<file path="src/rtl/mmio_bus_mux.sv">
// CPU-side memory interconnect: mask/match address decode to one-hot chip selects,
// registered response, per-access ready timeout and sticky error capture.
module mmio_bus_mux #(
  parameter int                        NUM_SLAVES     = 8,
  parameter int                        ADDR_WIDTH     = 15,
  parameter logic [8*NUM_SLAVES-1:0]   SLAVE_MATCH    = {NUM_SLAVES{8'h00}},
  parameter logic [8*NUM_SLAVES-1:0]   SLAVE_MASK     = {NUM_SLAVES{8'hff}},
  parameter int                        TIMEOUT_CYCLES = 255,
  parameter int                        TO_WIDTH       = 8,
  parameter logic [31:0]               ERR_RDATA      = 32'h0
) (
  input  logic                         clk,
  input  logic                         reset,
  input  logic                         cpu_valid,
  input  logic [31:0]                  cpu_addr,
  input  logic [3:0]                   cpu_wstrb,
  input  logic [31:0]                  cpu_wdata,
  output logic                         cpu_ready,
  output logic [31:0]                  cpu_rdata,
  output logic [NUM_SLAVES-1:0]        slv_cs,
  output logic                         slv_we,
  output logic [3:0]                   slv_wstrb,
  output logic [ADDR_WIDTH-1:0]        slv_address,
  output logic [31:0]                  slv_write_data,
  input  logic [32*NUM_SLAVES-1:0]     slv_read_data,
  input  logic [NUM_SLAVES-1:0]        slv_ready,
  input  logic                         err_clear,
  output logic                         err_valid,
  output logic [1:0]                   err_code,
  output logic [31:0]                  err_addr,
  output logic                         err_overflow
);

  localparam int IDX_W = (NUM_SLAVES > 1) ? $clog2(NUM_SLAVES) : 1;
  localparam logic [TO_WIDTH-1:0] TO_LIMIT = TO_WIDTH'(TIMEOUT_CYCLES);

  typedef enum logic [1:0] {
    S_IDLE = 2'd0,
    S_WAIT = 2'd1,
    S_RESP = 2'd2
  } state_t;

  state_t               state, state_nxt;
  logic [TO_WIDTH-1:0]  cnt, cnt_nxt;
  logic [IDX_W-1:0]     sel, sel_nxt;
  logic [31:0]          rdata_nxt;
  logic                 hit_any;
  logic [IDX_W-1:0]     hit_idx;
  logic [IDX_W-1:0]     act_idx;
  logic [31:0]          act_rdata;
  logic                 act_ready;
  logic                 cs_en;
  logic [NUM_SLAVES-1:0] cs_vec;
  logic                 err_evt;
  logic [1:0]           err_evt_code;

  // Scan from the top so the lowest matching index is the one left standing.
  always_comb begin
    hit_any = 1'b0;
    hit_idx = '0;
    for (int i = NUM_SLAVES - 1; i >= 0; i--) begin
      if ((cpu_addr[31:24] & SLAVE_MASK[8*i +: 8]) == SLAVE_MATCH[8*i +: 8]) begin
        hit_any = 1'b1;
        hit_idx = IDX_W'(i);
      end
    end
  end

  assign act_idx = (state == S_WAIT) ? sel : hit_idx;

  always_comb begin
    act_rdata = '0;
    act_ready = 1'b0;
    cs_vec    = '0;
    for (int i = 0; i < NUM_SLAVES; i++) begin
      if (act_idx == IDX_W'(i)) begin
        act_rdata = slv_read_data[32*i +: 32];
        act_ready = slv_ready[i];
        cs_vec[i] = cs_en;
      end
    end
  end

  always_comb begin
    state_nxt    = state;
    cnt_nxt      = cnt;
    sel_nxt      = sel;
    rdata_nxt    = cpu_rdata;
    cs_en        = 1'b0;
    err_evt      = 1'b0;
    err_evt_code = 2'b00;
    case (state)
      S_IDLE: begin
        if (cpu_valid) begin
          if (hit_any) begin
            cs_en   = 1'b1;
            sel_nxt = hit_idx;
            if (act_ready) begin
              rdata_nxt = act_rdata;
              state_nxt = S_RESP;
            end else begin
              cnt_nxt   = TO_WIDTH'(1);
              state_nxt = S_WAIT;
            end
          end else begin
            rdata_nxt    = ERR_RDATA;
            err_evt      = 1'b1;
            err_evt_code = 2'b01;
            state_nxt    = S_RESP;
          end
        end
      end
      S_WAIT: begin
        if (!cpu_valid) begin
          cnt_nxt   = '0;
          state_nxt = S_IDLE;
        end else begin
          // The select is already released in the cycle the timeout expires.
          cs_en = (cnt != TO_LIMIT);
          if (act_ready) begin
            rdata_nxt = act_rdata;
            cnt_nxt   = '0;
            state_nxt = S_RESP;
          end else if (cnt == TO_LIMIT) begin
            rdata_nxt    = ERR_RDATA;
            err_evt      = 1'b1;
            err_evt_code = 2'b10;
            cnt_nxt      = '0;
            state_nxt    = S_RESP;
          end else begin
            cnt_nxt = cnt + TO_WIDTH'(1);
          end
        end
      end
      S_RESP:  state_nxt = S_IDLE;
      default: state_nxt = S_IDLE;
    endcase
  end

  always_ff @(posedge clk or posedge reset) begin
    if (reset) begin
      state     <= S_IDLE;
      cnt       <= '0;
      sel       <= '0;
      cpu_ready <= 1'b0;
      cpu_rdata <= '0;
    end else begin
      state     <= state_nxt;
      cnt       <= cnt_nxt;
      sel       <= sel_nxt;
      cpu_ready <= (state_nxt == S_RESP);
      cpu_rdata <= rdata_nxt;
    end
  end

  always_ff @(posedge clk or posedge reset) begin
    if (reset) begin
      err_valid    <= 1'b0;
      err_code     <= 2'b00;
      err_addr     <= '0;
      err_overflow <= 1'b0;
    end else if (err_clear) begin
      err_valid    <= err_evt;
      err_code     <= err_evt ? err_evt_code : 2'b00;
      err_addr     <= err_evt ? cpu_addr : 32'h0;
      err_overflow <= 1'b0;
    end else if (err_evt) begin
      if (!err_valid) begin
        err_valid <= 1'b1;
        err_code  <= err_evt_code;
        err_addr  <= cpu_addr;
      end else begin
        err_overflow <= 1'b1;
      end
    end
  end

  // Selects must fall as soon as reset rises, even with a request still on the bus.
  assign slv_cs         = reset ? '0 : cs_vec;
  assign slv_we         = ~reset & (|cpu_wstrb);
  assign slv_wstrb      = reset ? 4'h0 : cpu_wstrb;
  assign slv_address    = reset ? '0 : cpu_addr[ADDR_WIDTH+1:2];
  assign slv_write_data = reset ? 32'h0 : cpu_wdata;

endmodule

</file>
<file path="config.mk">
export PLATFORM = sky130hd
export DESIGN_NAME = mmio_bus_mux
export DESIGN_NICKNAME = d
export VERILOG_FILES = /design/src/rtl/mmio_bus_mux.sv
export SDC_FILE = /design/constraint.sdc
export NUM_CORES = 1
export LEC_CHECK = 0
export BUFFER_PORTS_ARGS = -buffer_cell sky130_fd_sc_hd__buf_2
export CORE_AREA = 2 2 180 182
export CTS_BUF_LIST = sky130_fd_sc_hd__clkbuf_4 sky130_fd_sc_hd__clkbuf_8
export CTS_CLUSTER_DIAMETER = 200
export DETAILED_ROUTE_END_ITERATION = 16
export DIE_AREA = 0 0 182 184
export HOLD_SLACK_MARGIN = 0.15
export PLACE_DENSITY = 0.36
export REMOVE_ABC_BUFFERS = 1
export SLEW_MARGIN = 20
export SYNTH_ARGS = -nofsm -noshare
export SYNTH_HDL_FRONTEND = slang
export SYNTH_SLANG_ARGS = --single-unit
</file>
<file path="constraint.sdc">
create_clock -name clk -period 4.35 [get_ports clk]
set_input_delay 0.87 -clock clk [delete_from_list [all_inputs] [get_ports clk]]
set_output_delay 0.87 -clock clk [all_outputs]
set_load 0.005 [all_outputs]
</file>
==> metrics.md, run 1 <==
| Metric | Value |
|---|---|
| Status | finished clean |
| CORE AREA | 31400 um^2 |
| TritonRoute pass-1 iters | 6 |
| Count of cell types in the netlist | 51 |
| Fill cell total of the finished layout | 3558 |
| Initial antenna violation count | 4 |
| HP Class | flip-flop to flip-flop |
| Buf+Inv Stages, Crit Path | 2 |
| Port Buffers | 226 |
| CTS max path bufs | 2 |
| Arr. time, crit path | 2.14 ns |
| Lkg Pwr | 2.94 nW |
| Final hold viol count | 0 |
| Max frequency | 332 MHz |
| Least-Margin Pin Slew | 1.01 ns |
| Final setup TNS | 0 ns |
| Largest net degree at the start of global routing | 54 |
| I/O Pins | 465 |
| DRT antenna net count | 0 |
| Syn_area_per_cell | 10.9 um^2 |
| Reg area | 1980 um^2 |
| Crit-path max cell delay | 0.51 ns |
| #FFs+latches synth | 79 |
| Final WL | 14.0 mm |
| Flop pwr share | 47.8% |
| Area delta synth->final | 42.2% |
| Fin cells | 996 |
| DR vias/cell | 3.46 |
| Area of the die | 33500 um^2 |
| Switching portion of total power | 28.4% |
| Multi-input gate area | 1670 um^2 |
| Yosys top cell area share | 49.6% |
| Iter 0 DRT Violations | 148 |
| Post-Place Cells | 979 |
| All-Layer GR Usage | 8.26% |
| Ranking of synthesized cells by area | dfrtp_1 (50%), nor2b_1 (8.6%), mux2i_1 (8.0%) |
| DRC Markers | 0 |
| Final Util | 18.0% |
| Critical path's top delay family | simple AND/OR/NAND/NOR gates |
| Slew Viols, Final | 0 |
| Crit end category | primary output |
| Worst slew margin | 32.6% |
| Crit path top cell by count | buf_2 |
| Synthesis warning total | 0 |
| Mapped Cells | 367 |
| PostCTS Resize Cnt | 0 |
| CP max-delay cell | nor4_4 |
| Clock network power share | 36.7% |
| Initial Util | 12.7% |
| Ys async rst share | 100% |
| Worst vdd ir | 0.104 mV |
| GPL Wtd Cong | 0.686 |
| Sequential area share after synthesis | 49.6% |
| DR vias | 3444 |
| Later-pin clock latency in the skew report | 0.38 ns |
| CTS buffer count | 9 |
| CP cell instances | buf_2, nor4_4, nand2_2, o21ai_0, and3_1, buf_2 |
| Switching pwr | 0.000469 W |
| Max-cap viol count | 0 |
| Worst Path Max Fanout | 6 |
| Share of cells above drive strength 1 | 44.7% |
| Final #Nets | 925 |
| H-tree depth | 3 |
| Total power | 0.00165 W |
| Synth area leader | dfrtp_1 |
| Synth top cells by count | dfrtp_1 (79), nor2b_1 (55), inv_1 (40) |
| Top_reg_cell synth | dfrtp_1 |
| Comb pwr share | 15.5% |
| First-pass GRT wire length | 21.1 mm |
| Final setup skew | 0.0160 ns |
| Post-synth EDFFs | 0 |
| Internal | 0.00118 W |
| Worst Setup Path Type | input pin to primary output |
| Cell area after synthesis | 3980 um^2 |
| Tmin final | 3.01 ns |
| Post CTS Setup Buffer Count | 0 |
| Root Buffer Master | clkbuf_8 |
| Die Wd | 182 um |
| Die Y | 184 um |
| CP startpoint kind | input pin |
| Top-count cell post-synth | dfrtp_1 |
| CTS tree | done |
| Vias in the first global route | 3561 |
| Hold Buf Count CTS | 0 |
| DR WL/cell | 14.1 um |
| CP Data Required Time | 3.48 ns |
| Final HPWL DP | 10.1 mm |
| Site Rows | 65 |
| Clock slew at reported path FFs | 0.09 ns |
| Total gr overflow | 0 |
| Clock sinks | 79 |
| Final period util | 69.2% |
| PwrDens | 292 nW/um^2 |
| Final number of setup-violating endpoints | 0 |
| RSZ-0062 raised after global routing | false |
## flip-flops by register name (all words and copies together) (netlist names)
name	flops
state	2
err_addr	32
cnt	8
err_overflow	1
cpu_ready	1
err_valid	1
cpu_rdata	32
err_code	2
## routing by layer
metal  vias to the layer above  GRT usage [%]  part of all wire (%)
met5                         -              0                  0.31
met4                         6           2.71                   1.4
met3                        19           2.73                   6.0
met2                       111           13.3                    48
met1                      1639           10.4                    45
li1                       1669              -                     -
## area by class of cell
type	instances	share of cell area (%)
Sequential cell	79	34.9
Multi-Input combinational cell	228	29.4
Timing Repair Buffer	230	20.5
Tap cell	402	8.88
Inverter	40	2.69
Clock buffer	11	2.56
Clock inverter	5	1.02
Antenna cell	1	0.0442
## stage by stage
step / worst slack [ns] / hold WS, ns / cell area (um^2)
3_3_place_gp: 1.31 / 0.477 / 5460
5_1_grt: 1.23 / 0.520 / 5660
4_1_cts: 1.32 / 0.510 / 5660
3_5_place_dp: 1.32 / 0.485 / 5460
6_report: 1.34 / 0.495 / 5660
2_1_floorplan: -1.12 / 0.487 / 3770
## worst paths after layout
| check | startpoint | endpoint | slack, ns | depth (start not counted) |
|---|---|---|---|---|
| min in group asynchronous | reset | err_addr[10] | 1.14 | 3 |
| min reg2reg | err_overflow | err_overflow | 0.50 | 1 |
| max reg2reg | cnt[0] | err_addr[9] | 1.86 | 5 |
| min | err_overflow | err_overflow | 0.50 | 1 |
| max in group asynchronous | reset | cpu_rdata[31] | 2.24 | 4 |
| max | cpu_addr[28] | slv_cs[0] | 1.34 | 6 |
## cells in the final DEF, fill, tap and decap left out, types with 2 or more instances in the layout
master    count
nand4_1       2
inv_1        39
clkbuf_8     10
buf_2       226
o21ai_0       9
buf_4         4
or2b_1        2
nor3_1        2
conb_1        7
a22o_1       32
nand2_1      38
a22o_2        2
clkinv_2      2
nor2_1        5
dfrtp_1      79
a31oi_1       2
a21oi_1       6
nor4_4        2
nor2b_1      55
mux2i_1      32
clkinv_4      2
nand3_1       3
## power by group through the flow
stage | Clock (W) | Sequential [W] | Combinational, W
2_1_floorplan | 0 | 0.000805 | 0.000110
3_3_place_gp | 0 | 0.000805 | 0.000266
3_5_place_dp | 0 | 0.000803 | 0.000266
4_1_cts | 0.000658 | 0.000790 | 0.000266
5_1_grt | 0.000682 | 0.000795 | 0.000288
6_report | 0.000605 | 0.000789 | 0.000257
## logic make-up (layout without fill, tap and decap cells)
group	Yosys count	after routing	share of synthesized area, %
DFF	79	79	49.6
AOI/OAI and AO/OA	66	66	13.7
other	1	8	0.0942
adders and majority gates	1	1	0.314
and+or+nand+nor	122	122	18.7
muxes	32	32	8.04
buffers and inverters	66	286	9.55
Note: power is estimated with default switching activity, not from simulation.
==> inputs of run 2 (changes only) <==
- ABC_AREA: not set -> 1
- PLACE_DENSITY: 0.36 -> 0.37
- clock period: 4.35 -> 2.88 ns (I/O delays scaled with it)
==> run 2 against run 1 <==
Die area did not move. Power rose by 58%. First-iteration DRC count rose by 51%. Register-to-register slack got worse by 0.84 ns. Clock-buffer cell count fell by 1. Hold slack got worse by 0.13 ns. Clock power rose by 60%. Via count rose by 28%. Critical path type is now flip-flop to primary output. Largest power group unchanged.
==> metrics.md, run 2 <==
| Metric | Value |
|---|---|
| Worst slew margin | 39.6% (was 32.6%) |
| Reg-to-Reg End | err_addr[26] (was err_addr[9]) |
| Most common cell after layout, fill and taps aside | buf_2 (unchanged) |
| CP Data Required Time | 2.30 ns (was 3.48 ns) |
| Ys async rst share | 100% (unchanged) |
| Least-Margin Pin Slew | 0.904 ns (was 1.01 ns) |
| Count of cell types in the netlist | 28 (was 51) |
| CORE AREA | 31400 um^2 (unchanged) |
| Lkg Pwr | 3.68 nW (was 2.94 nW) |
| Final HPWL DP | 11.7 mm (was 10.1 mm) |
| Number of diodes | 0 (was 1) |
| GPL Wtd Cong | 0.702 (was 0.686) |
| Hold path depth | 2 (was 1) |
| Post CTS Setup Buffer Count | 0 (unchanged) |
| Area of the die | 33500 um^2 (unchanged) |
| R2R depth | 7 (was 5) |
| Die Y | 184 um (unchanged) |
| Top-count cell post-synth | nand2_1 (was dfrtp_1) |
| I/O Pins | 465 (unchanged) |
| Synth area leader | dfrtp_1 (unchanged) |
| CP max-delay cell | nor2_4 (was nor4_4) |
| TritonRoute pass-1 iters | 4 (was 6) |
| Final setup skew | 0.0141 ns (was 0.0160 ns) |
| Final #Nets | 1146 (was 925) |
| Slew Viols, Final | 0 (unchanged) |
| HP Class | input pin to flip-flop (was flip-flop to flip-flop) |
| Worst Path Max Fanout | 33 (was 6) |
| Buf+Inv Stages, Crit Path | 3 (was 2) |
| First-pass GRT wire length | 25.1 mm (was 21.1 mm) |
| Status | finished clean (unchanged) |
| Clock slew at reported path FFs | 0.10 ns (was 0.09 ns) |
| Total power | 0.00261 W (was 0.00165 W) |
| Hold_ws | 0.366 ns (was 0.495 ns) |
| Final period util | 90.3% |
| Largest net degree at the start of global routing | 80 (was 54) |
| Arr. time, crit path | 2.03 ns (was 2.14 ns) |
| DRC Markers | 0 (unchanged) |
| Max frequency | 384 MHz |
| CTS buffer count | 9 (unchanged) |
| Later-pin clock latency in the skew report | 0.37 ns (was 0.38 ns) |
| Site Rows | 65 (unchanged) |
| Sequential area share after synthesis | 45.2% (was 49.6%) |
| Yosys top cell area share | 45.2% (was 49.6%) |
| Synth top cells by count | nand2_1 (145), inv_1 (93), nand3_1 (88) (was dfrtp_1 (79), nor2b_1 (55), inv_1 (40)) |
| Area delta synth->final | 38.8% (was 42.2%) |
| Root Buffer Master | clkbuf_8 (unchanged) |
| Final number of setup-violating endpoints | 0 (unchanged) |
| Total gr overflow | 0 (unchanged) |
| Synthesis warning total | 0 (unchanged) |
| RR Startpoint | cnt[1] (was cnt[0]) |
| Regs by FF count | cpu_rdata x32, err_addr x32, cnt x8 (unchanged) |
| Worst Setup Path Type | flip-flop to primary output (was input pin to primary output) |
| H-tree depth | 3 (unchanged) |
| Tmin final | 2.60 ns |
| Most frequent cells in the layout | buf_2 (226), nand2_1 (145), inv_1 (92) (was buf_2 (226), dfrtp_1 (79), nor2b_1 (55)) |
| Vias in the first global route | 4245 (was 3561) |
| Mapped Cells | 596 (was 367) |
| Max-cap viol count | 0 (unchanged) |
| Clock sinks | 79 (unchanged) |
| Critical path's top delay family | simple AND/OR/NAND/NOR gates (unchanged) |
| Crit end category | primary output (unchanged) |
| Initial Util | 13.9% (was 12.7%) |
| Iter 0 DRT Violations | 223 (was 148) |
| Multi-input gate area | 1800 um^2 (was 1670 um^2) |
| All-Layer GR Usage | 9.64% (was 8.26%) |
| CP startpoint kind | flip-flop (was input pin) |
| Post-synth EDFFs | 0 (unchanged) |
| PwrDens | 431 nW/um^2 (was 292 nW/um^2) |
| Hold Buf Count CTS | 0 (unchanged) |
| Hold Path Origin | err_clear (was err_overflow) |
| CP cell instances | inv_2, nand2_2, inv_1, nor2_4, nor3_1, buf_2 (was buf_2, nor4_4, nand2_2, o21ai_0, and3_1, buf_2) |
| Reg2Reg Setup Slack | 1.02 ns (was 1.86 ns) |
| Final WL | 16.6 mm (was 14.0 mm) |
| RSZ-0062 raised after global routing | false (unchanged) |
| DR vias | 4405 (was 3444) |
| Port Buffers | 226 (unchanged) |
| Worst vdd ir | 0.145 mV (was 0.104 mV) |
| #FFs+latches synth | 79 (unchanged) |
| DR WL/cell | 13.6 um (was 14.1 um) |
| Final hold viol count | 0 (unchanged) |
| CTS max path bufs | 2 (unchanged) |
| Cell area after synthesis | 4370 um^2 (was 3980 um^2) |
| Syn_area_per_cell | 7.34 um^2 (was 10.9 um^2) |
| Ranking of synthesized cells by area | dfrtp_1 (45%), nand2_1 (12%), nand3_1 (10%) (was dfrtp_1 (50%), nor2b_1 (8.6%), mux2i_1 (8.0%)) |
| CTS tree | done (unchanged) |
| PostCTS Resize Cnt | 0 (unchanged) |
| Fill cell total of the finished layout | 3647 (was 3558) |
| Crit-path max cell delay | 0.70 ns (was 0.51 ns) |
| DRT antenna net count | 0 (unchanged) |
| Die Wd | 182 um (unchanged) |
| Share of cells above drive strength 1 | 35.2% (was 44.7%) |
| DR vias/cell | 3.63 (was 3.46) |
| Top_reg_cell synth | dfrtp_1 (unchanged) |
| End point of the worst hold path | err_overflow (unchanged) |
| Reg area | 1980 um^2 (unchanged) |
| Initial antenna violation count | 2 (was 4) |
==> run 2: changes by cell type after synthesis, sizes merged, moves of 3 or more <==
cell	before	now
a21oi	7	2
a22o	34	0
buf	19	29
clkbuf	7	10
inv	40	96
mux2i	32	0
nand2	39	167
nand3	4	90
nor2	6	73
nor2b	55	0
nor3	2	38
nor4	3	0
o21ai	9	2
==> run 2: where the power goes <==
| part | switching, W | internal (W) |
|---|---|---|
| Combinational | 0.000267 | 0.000176 |
| Sequential | 0.0000338 | 0.00117 |
| Clock | 0.000474 | 0.000496 |
| Total | 0.000774 | 0.00184 |
==> run 2: worst max-delay path by stage <==
stage / slack, ns / to / start / cells after the start
floorplan: -0.30 / slv_cs[0] / reset / 3
global placement: 0.25 / slv_cs[0] / cpu_addr[31] / 7
detailed placement: 0.25 / slv_cs[0] / cpu_addr[31] / 7
CTS: 0.19 / slv_cs[0] / state[1] / 6
global route: 0.16 / slv_cs[0] / state[1] / 6
finish: 0.28 / slv_cs[0] / state[1] / 6
==> run 2: cells by family (layout without fill, tap and decap cells) <==
logic type,after synthesis,in the layout,synth area share [%]
AND/OR/NAND/NOR,372,372,38.8
XOR/XNOR,2,2,0.401
AO/OA/AOI/OAI,6,6,1.09
other,1,7,0.0857
flip-flops,79,79,45.2
buffers and inverters,135,346,14.1
adder cells (fa/ha/maj),1,1,0.286
==> run 2: cell type report <==
class | count | share of cell area, %
clock buffers | 10 | 2.16
clock inverters | 5 | 1.38
inverters | 96 | 5.97
multi-input cells | 388 | 29.7
flip-flops and latches | 79 | 32.6
well taps | 402 | 8.28
repair buffers | 235 | 19.9
==> run 2: worst register-to-register path, delay by kind of cell, from the launching register on <==
kind	cells	cell delay, ns
adder cells (fa/ha/maj)	1	0.28
flip-flops	1	0.40
AND/OR/NAND/NOR	6	1.11
==> run 2: stage by stage <==
stage / setup WS (ns) / cell area, um^2 / TNS, ns / std cells / util [%]
after floorplan: -0.300 / 4140 / -0.300 / 563 / -
after detailed placement: 0.255 / 5860 / 0 / 1200 / 18.7
final: 0.278 / 6070 / 0 / 1215 / 19.3
after CTS: 0.194 / 6070 / 0 / 1215 / 19.3
after global routing: 0.160 / 6070 / 0 / 1215 / 19.3
after global placement: 0.251 / 5860 / 0 / 1200 / 18.7
==> run 2: routing by layer <==
layer / routed length, um / part of all wire (%) / vias to the layer above / GRT usage, %
met5: 13 / 0.078 / - / 0
met4: 212 / 1.3 / 2 / 2.87
met3: 760 / 4.6 / 14 / 2.16
met2: 7820 / 47 / 113 / 15.1
met1: 7780 / 47 / 2042 / 13.2
li1: - / - / 2234 / -
